`config.mk`:
```
export PLATFORM = sky130hd
export DESIGN_NAME = cu_read_command_arbiter_flat
export DESIGN_NICKNAME = d
export VERILOG_FILES = /design/src/rtl/cu_read_command_arbiter_pkg.sv /design/src/rtl/cu_read_command_arbiter_if.sv /design/src/rtl/cu_read_command_arbiter_rr.sv /design/src/rtl/cu_read_command_arbiter.sv /design/src/flat_wrapper.sv
export SDC_FILE = /design/constraint.sdc
export NUM_CORES = 1
export LEC_CHECK = 0
export ABC_CLOCK_PERIOD_IN_PS = 4580
export BUFFER_PORTS_ARGS = -buffer_cell sky130_fd_sc_hd__buf_2
export CORE_AREA = 2 2 333 335
export DETAILED_ROUTE_END_ITERATION = 8
export DIE_AREA = 0 0 335 337
export MAX_ROUTING_LAYER = met4
export PLACE_DENSITY_LB_ADDON = 0.2
export SYNTH_ARGS = -nofsm -noshare
export SYNTH_HDL_FRONTEND = slang
export SYNTH_HIERARCHICAL = 1
export SYNTH_SLANG_ARGS = --single-unit
```
`constraint.sdc`:
```
create_clock -name clock -period 4.58 [get_ports clock]
set_input_delay 0.916 -clock clock [delete_from_list [all_inputs] [get_ports clock]]
set_output_delay 0.916 -clock clock [all_outputs]
set_load 0.02 [all_outputs]
```
`src/rtl/cu_read_command_arbiter_pkg.sv`:
```
// Shared types for the CU read-command path: command struct, command kinds and CU ID helpers.
package cu_read_command_arbiter_pkg;

  localparam int CU_ID_W = 8;

  typedef logic [CU_ID_W-1:0] cu_id_t;

  typedef enum logic [1:0] {
    CMD_INVALID,
    CMD_READ,
    CMD_WRITE,
    CMD_PREFETCH
  } cmd_type_t;

  typedef struct packed {
    logic [0:63] address;
    logic [0:11] size;
    cmd_type_t   cmd_type;
    cu_id_t      cu_id;
  } cu_cmd_t;

  // CU IDs wrap modulo 256, so base + index is deliberately truncated.
  function automatic cu_id_t stamp_cu_id(input cu_id_t base, input cu_id_t idx);
    return cu_id_t'(base + idx);
  endfunction

endpackage

```
`src/rtl/cu_read_command_arbiter_if.sv`:
```
// Request, output and response handshake bundle between the read CUs, the arbiter and the AFU command buffer.
interface cu_read_command_arbiter_if #(
  parameter int NUM_REQ = 8
);
  import cu_read_command_arbiter_pkg::*;

  logic    [NUM_REQ-1:0] req_valid;
  cu_cmd_t [NUM_REQ-1:0] req_cmd;
  logic    [NUM_REQ-1:0] req_ready;
  logic                  out_valid;
  cu_cmd_t               out_cmd;
  logic                  out_ready;
  logic                  rsp_valid;
  cu_id_t                rsp_cu_id;

  // master: the arbiter itself
  modport master (
    input  req_valid, req_cmd, out_ready, rsp_valid, rsp_cu_id,
    output req_ready, out_valid, out_cmd
  );

  // slave: the CUs, downstream buffer and response path around the arbiter
  modport slave (
    output req_valid, req_cmd, out_ready, rsp_valid, rsp_cu_id,
    input  req_ready, out_valid, out_cmd
  );

endinterface

```
`src/rtl/cu_read_command_arbiter_rr.sv`:
```
// Combinational round-robin picker: first set request at or after ptr, wrapping modulo N.
module round_robin_arbiter_N_input #(
  parameter int N  = 8,
  parameter int PW = (N > 1) ? $clog2(N) : 1
) (
  input  logic [N-1:0]  request,
  input  logic [PW-1:0] ptr,
  input  logic          enable,
  output logic [N-1:0]  grant
);

  localparam logic [PW:0] N_W = (PW+1)'(N);

  logic          found;
  logic [PW:0]   sum;
  logic [PW-1:0] idx;

  always_comb begin
    grant = '0;
    found = 1'b0;
    sum   = '0;
    idx   = '0;
    for (int k = 0; k < N; k++) begin
      sum = {1'b0, ptr} + (PW+1)'(k);
      if (sum >= N_W) begin
        sum = sum - N_W;
      end
      idx = sum[PW-1:0];
      if (enable && !found && request[idx]) begin
        grant[idx] = 1'b1;
        found      = 1'b1;
      end
    end
  end

endmodule

```
`src/rtl/cu_read_command_arbiter.sv`:
```
// Round-robin arbiter sharing the AFU read-command channel among NUM_REQ CUs,
// with a one-entry output slot and per-CU outstanding-command credit counters.
module cu_read_command_arbiter
  import cu_read_command_arbiter_pkg::*;
#(
  parameter int     NUM_REQ         = 8,
  parameter int     MAX_OUTSTANDING = 16,
  parameter cu_id_t CU_ID_BASE      = 8'h01,
  parameter int     CW              = $clog2(MAX_OUTSTANDING + 1)
) (
  input  logic                         clock,
  input  logic                         rstn,
  input  logic                         enabled_in,
  cu_read_command_arbiter_if.master    bus,
  output logic [NUM_REQ-1:0][CW-1:0]   outstanding_out
);

  localparam int            PW      = (NUM_REQ > 1) ? $clog2(NUM_REQ) : 1;
  localparam logic [CW-1:0] MAX_CNT = CW'(MAX_OUTSTANDING);

  logic [PW-1:0]      ptr_reg;
  logic [PW-1:0]      ptr_next;
  logic               out_valid_reg;
  cu_cmd_t            out_cmd_reg;
  logic [CW-1:0]      cnt_reg [NUM_REQ];

  logic [NUM_REQ-1:0] elig;
  logic [NUM_REQ-1:0] grant;
  logic               slot_free;
  logic               arb_enable;
  logic               any_grant;
  logic [PW-1:0]      win;
  cu_cmd_t            stamped_cmd;
  cu_id_t             rsp_idx;
  logic               rsp_hit;

  // The slot accepts a new command if empty or being drained this cycle; reset masks grants.
  assign slot_free  = !out_valid_reg || bus.out_ready;
  assign arb_enable = rstn && enabled_in && slot_free;

  round_robin_arbiter_N_input #(
    .N  (NUM_REQ),
    .PW (PW)
  ) u_rr (
    .request (elig),
    .ptr     (ptr_reg),
    .enable  (arb_enable),
    .grant   (grant)
  );

  assign bus.req_ready = grant;
  assign any_grant     = |grant;

  always_comb begin
    win = '0;
    for (int k = 0; k < NUM_REQ; k++) begin
      if (grant[k]) begin
        win = PW'(k);
      end
    end
  end

  always_comb begin
    stamped_cmd       = bus.req_cmd[win];
    stamped_cmd.cu_id = stamp_cu_id(CU_ID_BASE, cu_id_t'(win));
  end

  assign ptr_next = (win == PW'(NUM_REQ - 1)) ? '0 : win + PW'(1);

  always_ff @(posedge clock) begin
    if (!rstn) begin
      out_valid_reg <= 1'b0;
      out_cmd_reg   <= '0;
      ptr_reg       <= '0;
    end else if (any_grant) begin
      out_valid_reg <= 1'b1;
      out_cmd_reg   <= stamped_cmd;
      ptr_reg       <= ptr_next;
    end else if (bus.out_ready) begin
      out_valid_reg <= 1'b0;
    end
  end

  assign bus.out_valid = out_valid_reg;
  assign bus.out_cmd   = out_cmd_reg;

  // Responses carrying IDs outside this arbiter's range are ignored.
  assign rsp_idx = bus.rsp_cu_id - CU_ID_BASE;
  assign rsp_hit = bus.rsp_valid && (rsp_idx < cu_id_t'(NUM_REQ));

  for (genvar gi = 0; gi < NUM_REQ; gi++) begin : g_credit
    logic inc;
    logic dec;

    assign inc = grant[gi];
    assign dec = rsp_hit && (rsp_idx == cu_id_t'(gi));

    always_ff @(posedge clock) begin
      if (!rstn) begin
        cnt_reg[gi] <= '0;
      end else if (inc && !dec) begin
        cnt_reg[gi] <= cnt_reg[gi] + CW'(1);
      end else if (dec && !inc && (cnt_reg[gi] != '0)) begin
        cnt_reg[gi] <= cnt_reg[gi] - CW'(1);
      end
    end

    assign elig[gi]            = bus.req_valid[gi] && (cnt_reg[gi] < MAX_CNT);
    assign outstanding_out[gi] = cnt_reg[gi];
  end

endmodule

```
`src/flat_wrapper.sv`:
```
// flat-port wrapper written by rule: the top's interface ports become plain ports
module cu_read_command_arbiter_flat import cu_read_command_arbiter_pkg::*;
#(
  parameter int     NUM_REQ         = 8,
  parameter int     MAX_OUTSTANDING = 16,
  parameter cu_id_t CU_ID_BASE      = 8'h01,
  parameter int     CW              = $clog2(MAX_OUTSTANDING + 1)
)
  (clock, rstn, enabled_in, outstanding_out, bus_req_valid, bus_req_cmd, bus_out_ready, bus_rsp_valid, bus_rsp_cu_id, bus_req_ready, bus_out_valid, bus_out_cmd);
  cu_read_command_arbiter_if #(.NUM_REQ(NUM_REQ)) bus_i ();
  input  logic clock;
  input  logic rstn;
  input  logic enabled_in;
  output logic [NUM_REQ-1:0][CW-1:0] outstanding_out;
  input wire logic [$bits(bus_i.req_valid)-1:0] bus_req_valid;
  input wire logic [$bits(bus_i.req_cmd)-1:0] bus_req_cmd;
  input wire logic [$bits(bus_i.out_ready)-1:0] bus_out_ready;
  input wire logic [$bits(bus_i.rsp_valid)-1:0] bus_rsp_valid;
  input wire logic [$bits(bus_i.rsp_cu_id)-1:0] bus_rsp_cu_id;
  output wire logic [$bits(bus_i.req_ready)-1:0] bus_req_ready;
  output wire logic [$bits(bus_i.out_valid)-1:0] bus_out_valid;
  output wire logic [$bits(bus_i.out_cmd)-1:0] bus_out_cmd;
  assign bus_i.req_valid = bus_req_valid;
  assign bus_i.req_cmd = bus_req_cmd;
  assign bus_i.out_ready = bus_out_ready;
  assign bus_i.rsp_valid = bus_rsp_valid;
  assign bus_i.rsp_cu_id = bus_rsp_cu_id;
  assign bus_req_ready = bus_i.req_ready;
  assign bus_out_valid = bus_i.out_valid;
  assign bus_out_cmd = bus_i.out_cmd;
  cu_read_command_arbiter #(.NUM_REQ(NUM_REQ), .MAX_OUTSTANDING(MAX_OUTSTANDING), .CU_ID_BASE(CU_ID_BASE), .CW(CW)) u_core (.clock(clock), .rstn(rstn), .enabled_in(enabled_in), .bus(bus_i), .outstanding_out(outstanding_out));
endmodule
```
==> results.txt, run 1 <==
Status -> complete, no violations
Synth Flop Type -> dfxtp_1
Worst-Skew Late Latency -> 510 ps
Area grow syn2layout -> 74.2%
Share of cells above drive strength 1 -> 49.9%
First-pass GRT wire length -> 129 mm
Die height -> 337 µm
Worst VDD drop -> 0.000207 V
Post-synthesis compound-gate area fraction -> 39.4%
Xor and xnor area share after synthesis -> 0.884%
Vias per cell -> 4.35
Power per Cell Area -> 611 nW/µm²
Grt met1 use -> 21.0%
Relative slew slack -> 46.3%
FF-to-FF Start -> u_core/ptr_reg[0]$_SDFFE_PN0P_
Crit Path Class -> flip-flop to output port
Clock-pin slew on the worst setup and hold paths -> 70 ps
Multiplexer share of the synthesized area -> 5.27%
Total global routing overflow -> 0
Switch Pwr -> 6.37 mW
Clock sink total -> 125
Grt met3 use -> 5.13%
Synthesized area per cell -> 7.93 µm²
Initial antenna violation count -> 61
Final layout net count -> 3144
Vias in the first global route -> 16400
Hold crit path type -> flip-flop to flip-flop
Nature of the critical path endpoint -> output port
Row Count -> 122
Post-synthesis adder-cell area fraction -> 2.80%
Leakage Power -> 9.14 nW
Clock skew -> 17.2 ps
Core ar. -> 110000 µm²
Sequential power share -> 15.0%
Die X -> 335 µm
Worst Path Required -> 3660 ps
Netlist cell types -> 88
TritonCTS Buffers -> 17
Asr flop ratio synth -> 0%
Vias -> 16900
I/O pins -> 844
P_int -> 6.28 mW
First drt pass iteration count -> 5
Register area share after synthesis -> 24.4%
Initial Util -> 10.8%
Number of flops mapped to enable cells by yosys -> 40
Total power -> 12.6 mW
Switch share -> 50.4%
Clock Tree Buf Depth -> 2
Fin crit period -> 4470 ps
Remaining antenna violation count -> 0
Mapped Cells -> 1500
Iter 0 DRT Violations -> 1130
Hpwl dp -> 79.6 mm
Crit path max fanout -> 4
Yosys warning count -> 6
RSZ-0062 raised after global routing -> yes
Hold_buf cts -> 0
WL/cell -> 25.2 µm
#FFs+latches synth -> 125
Netlist Area Pre-Place -> 11900 µm²
GRT Total Usage -> 16.9%
Max_cap viols -> 0
Worst-margin pin slew -> 800 ps
Port Buf Inserts -> 775
WP data arrival -> 3560 ps
DIE AREA -> 113000 µm²
Simple-Gate Fraction of Synth Area -> 19.7%
Total routed wirelength -> 98.0 mm
CTS H-Tree Depth -> 4
Max Slew Vio Count -> 0
CTS root buffer -> clkbuf_16
Max reg flops -> 81
Clock power share -> 12.7%
FMAX -> 224 MHz
Startpoint types -> flip-flop
Main combinational cell family by area after synthesis -> compound AO/OA/AOI/OAI gates
Final period util -> 97.7%
Hold_sp -> u_core/bus.out_cmd[42]$_SDFFE_PN0P_
Final setup viols -> 0
Hold slack -> 459 ps
Commonest non-fill, non-tap cells in the layout -> buf_2 (771), buf_4 (223), nand3_1 (165), o21ai_0 (157), a31oi_1 (134)
DRC Markers -> 0
TritonCTS clock tree -> done
Final hold vios -> 0
Final setup TNS -> 0 ps
Commonest non-fill, non-tap cell in the layout -> buf_2
Crit path from -> u_core/ptr_reg[0]$_SDFFE_PN0P_
Gpl congestion -> 0.862
Logic pwr share -> 72.4%
Largest net degree at the start of global routing -> 47
GR Layer Usage met2 -> 26.1%
Most Crowded Layer GR -> met2
per-layer routing:
metal,up-vias,wire [µm]
met3,101,7640
met2,736,45900
met1,8143,42500
met5,-,0
met4,0,2020
li1,7935,-
area by class of cell:
| class | count | area [µm²] |
|---|---|---|
| fillers | 12600 | 88900 |
| multi-input cells | 1177 | 8570 |
| repair buffers | 1055 | 6600 |
| flip-flops and latches | 125 | 2910 |
| well taps | 1426 | 1780 |
| clock buffers | 18 | 429 |
| clock inverters | 14 | 191 |
| inverters | 33 | 130 |
| diodes | 38 | 95.1 |
through the flow:
step           util (%)  cell area (µm²)  setup WS [ps]  std cells
4_1_cts            18.5            20300           1.66       3840
3_3_place_gp       17.6            19300           -997       3793
2_1_floorplan         -            11900           16.5       1503
5_1_grt            18.9            20700          -75.0       3880
6_report           18.9            20700            106       3886
3_5_place_dp       17.6            19300           -958       3793
cells in the mapped netlist, types with 10 or more instances:
cell        n  share of area, %
dfxtp_1    85                14
a21oi_1    35               1.5
edfxtp_1   40                10
mux2_2     12               1.1
nand2b_1   62               3.3
buf_2      20              0.84
a211o_1    74               5.5
clkbuf_1  129               4.1
a211oi_1   15              0.95
nand2_1    51               1.6
o21ai_0   159               6.7
nor3_1     20              0.84
nor2b_1    11              0.58
o221ai_1  105               7.7
a31oi_1   144               7.6
ha_1       25               2.6
mux2i_1    23               1.9
buf_6      10              0.95
nand3_1   165               6.9
nor2_1     34               1.1
inv_1      29              0.92
and3_1     12              0.63
o311ai_0   50               3.7
repair_timing:
action,CTS,global route
gates resized for setup,31,70
buffers inserted,13,7
endpoints found under the setup margin,73,90
cloned,2,1
pin swaps,2,7
worst max-delay path, stage by stage (launching register included):
cell and delay [ps]:
dfxtp_4 370, inv_2 50, ha_4 290, mux2_4 310
mux2_4 280, o221ai_4 240, buf_6 140, nand4_1 140
buf_4 200, a2111oi_4 360, a21oi_2 90, mux2i_1 130
buf_4 140, buf_4 140, buf_4 160
cells by family (layout without fill, tap and decap cells):
family,after synthesis,after routing
compound gates,663,663
xor+xnor,9,9
fa+ha+maj,26,26
buf+inv,202,1120
flops,125,125
mux,48,48
other cells,1,42
simple gates,426,427
power by group through the flow:
stage / clock network (mW) / registers (mW) / logic (mW)
6_report: 1.60 / 1.89 / 9.15
5_1_grt: 1.71 / 1.94 / 9.83
4_1_cts: 1.70 / 1.89 / 8.99
3_5_place_dp: 0 / 1.90 / 8.68
3_3_place_gp: 0 / 1.90 / 8.75
2_1_floorplan: 0 / 2.34 / 3.89
path summary, 6_finish.rpt:
| path | end | slack (ps) | cells past startpoint |
|---|---|---|---|
| worst min register to register | u_core/bus.out_cmd[42]$_SDFFE_PN0P_ | 460 | 1 |
| worst min-delay path | u_core/bus.out_cmd[42]$_SDFFE_PN0P_ | 460 | 1 |
| worst max register to register | u_core/bus.out_cmd[80]$_SDFFE_PN0P_ | 130 | 17 |
| worst max-delay path | bus_req_ready[1] | 110 | 14 |
(Power assumes the default switching activity.)
==> inputs of run 2 (changes only) <==
--- a/config.mk
+++ b/config.mk
@@ -6,7 +6,7 @@
 export NUM_CORES = 1
 export LEC_CHECK = 0
 export ABC_CLOCK_PERIOD_IN_PS = 4580
-export BUFFER_PORTS_ARGS = -buffer_cell sky130_fd_sc_hd__buf_2
+export BUFFER_PORTS_ARGS = -buffer_cell sky130_fd_sc_hd__clkbuf_2
 export CORE_AREA = 2 2 333 335
 export DETAILED_ROUTE_END_ITERATION = 8
 export DIE_AREA = 0 0 335 337
==> run 2 against run 1 <==
Net effect: cell area rose by 0.24%; clock power barely moved; hold slack improved by 2.0 ps; largest cell class unchanged; largest power group unchanged; highest routed layer unchanged.
==> results.txt, run 2 (synthesis results as in run 1) <==
Status -> complete, no violations
Share of cells above drive strength 1 -> 49.5%
Worst-Skew Late Latency -> 510 ps
Design area -> 20800 µm²
P_int -> 6.32 mW
First-pass GRT wire length -> 130 mm
Clock Tree Buf Depth -> 2
CTS root buffer -> clkbuf_16
Final Core Density -> 18.9%
FMAX -> 223 MHz
Hold slack -> 461 ps
Switch Pwr -> 6.46 mW
Remaining antenna violation count -> 0
Most frequent CP cell -> buf_4
Die height -> 337 µm
Vias per cell -> 4.32
GRT Total Usage -> 17.0%
Hold_buf cts -> 0
Cell Count, Final, Fillers Out -> 3889
Max stage delay cell, worst path -> a31oi_1
Worst VDD drop -> 0.000255 V
Hold path cells -> 1
Power per Cell Area -> 616 nW/µm²
DRC Markers -> 0
WL/cell -> 25.7 µm
# placed instances -> 3788
Crit Path Class -> flip-flop to flip-flop
Commonest non-fill, non-tap cell in the layout -> clkbuf_2
Commonest non-fill, non-tap cells in the layout -> clkbuf_2 (772), buf_4 (221), nand3_1 (165), o21ai_0 (147), a31oi_1 (132)
WP data arrival -> 4950 ps
TritonCTS clock tree -> done
Worst reg-to-reg path cell count -> 21
I/O pins -> 844
TritonCTS Buffers -> 17
Nature of the critical path endpoint -> flip-flop
Max Slew Vio Count -> 0
Fin crit period -> 4490 ps
First drt pass iteration count -> 5
Total global routing overflow -> 0
Relative slew slack -> 49.0%
Clock sink total -> 125
Vias -> 16800
Sequential power share -> 14.9%
CTS H-Tree Depth -> 4
Initial antenna violation count -> 53
Largest net degree at the start of global routing -> 61
CP Cell Sequence -> inv_2 > ha_4 > mux2_4 > mux2_4 > o221ai_4 > buf_6 > nand4_1 > buf_4 > a2111oi_4 > a21oi_2 > mux2i_2 > buf_4 > nor4_2 > buf_4 > nor3_4 > buf_6 > buf_12 > clkbuf_16 > o221ai_1 > a31oi_1 > a211o_1
Area grow syn2layout -> 74.6%
Filler cells -> 12500
FF-to-FF Start -> u_core/ptr_reg[1]$_SDFFE_PN0P_
Hpwl dp -> 80.0 mm
Worst Path Required -> 5040 ps
CP peak stage delay -> 460 ps
Final period util -> 98.0%
Die X -> 335 µm
Hold_sp -> u_core/bus.out_cmd[60]$_SDFFE_PN0P_
Worst R2R Setup Slack -> 90 ps
Final layout net count -> 3148
Port Buf Inserts -> 775
Vias in the first global route -> 16600
Total routed wirelength -> 100 mm
Logic pwr share -> 72.5%
Crit path max fanout -> 6
Crit-path leading delay family -> compound AO/OA/AOI/OAI gates
Iter 0 DRT Violations -> 1148
Hold Crit Endpoint -> u_core/bus.out_cmd[60]$_SDFFE_PN0P_
Hold crit path type -> flip-flop to flip-flop
Startpoint types -> flip-flop
Max_cap viols -> 0
Core ar. -> 110000 µm²
Placed Instance Area -> 19200 µm²
DIE AREA -> 113000 µm²
Clock power share -> 12.6%
Gpl congestion -> 0.887
Row Count -> 122
RSZ-0062 raised after global routing -> yes
Final setup TNS -> 0 ps
Crit path buffers/inverters -> 8
Switch share -> 50.5%
Initial Util -> 10.8%
Final hold vios -> 0
Final setup viols -> 0
Clock-pin slew on the worst setup and hold paths -> 70 ps
Leakage Power -> 9.25 nW
Critical R2R Capture -> u_core/bus.out_cmd[63]$_SDFFE_PN0P_
Worst-margin pin slew -> 760 ps
Max reg flops -> 81
Clock skew -> 14.8 ps
## run 2: what timing repair did
item                       in CTS  in global routing
resized for setup              28                 74
hold endpoints to repair        0                  0
setup endpoints to repair      30                 84
pin swaps                       6                 33
cloned                          3                  7
setup buffers                  11                 13
## run 2: cell type report
type / instances / area [µm²] / area share, %
clock buffers: 18 / 429 / 2.07
inverters: 33 / 130 / 0.627
diodes: 37 / 92.6 / 0.446
clock inverters: 14 / 190 / 0.916
repair buffers: 1060 / 6780 / 32.6
multi-input cells: 1176 / 8450 / 40.7
flip-flops and latches: 125 / 2910 / 14.0
well taps: 1426 / 1780 / 8.59
## run 2: stage by stage
stage / total power [mW] / worst slack, ps
6_report: 12.8 / 89.3
5_1_grt: 13.6 / -93.0
4_1_cts: 12.4 / 1.25
2_1_floorplan: 6.23 / 16.5
3_5_place_dp: 10.4 / -720
3_3_place_gp: 10.5 / -693
## run 2: metal layers
layer  global-route usage (%)  wire length (µm)  vias to the layer above
met4                     5.49              1850                        0
met5                        -                 0                        -
li1                         -                 -                     7948
met2                     26.4             47100                      733
met3                     4.85              7890                       75
met1                     21.1             43200                     8049
## run 2: power groups by stage
stage               Combinational [mW]  Sequential, mW  Clock, mW
CTS                               8.83            1.90       1.69
floorplan                         3.89            2.34          0
global placement                  8.57            1.92          0
global route                      9.93            1.96       1.72
detailed placement                8.52            1.92          0
finish                            9.26            1.90       1.62
## run 2: worst reg2reg max path: cells and delay by family (launching register included)
kind / cells / cell delay, ps
and+or+nand+nor: 3 / 340
muxes: 3 / 840
AOI/OAI and AO/OA: 6 / 1430
DFF: 1 / 340
buffers and inverters: 8 / 1180
adders and majority gates: 1 / 300
## run 2: worst max-delay path by stage
| stage | from | to | slack (ps) | cells after the start |
|---|---|---|---|---|
| floorplan | bus_req_valid[3] | u_core/ptr_reg[0]$_SDFFE_PN0P_ | 20 | 16 |
| global placement | bus_req_valid[3] | u_core/bus.out_cmd[32]$_SDFFE_PN0P_ | -690 | 18 |
| detailed placement | bus_req_valid[3] | u_core/bus.out_cmd[32]$_SDFFE_PN0P_ | -720 | 18 |
| CTS | u_core/ptr_reg[1]$_SDFFE_PN0P_ | bus_req_ready[7] | 1 | 14 |
| global route | u_core/ptr_reg[1]$_SDFFE_PN0P_ | bus_req_ready[1] | -90 | 14 |
| finish | u_core/ptr_reg[1]$_SDFFE_PN0P_ | u_core/bus.out_cmd[63]$_SDFFE_PN0P_ | 90 | 21 |
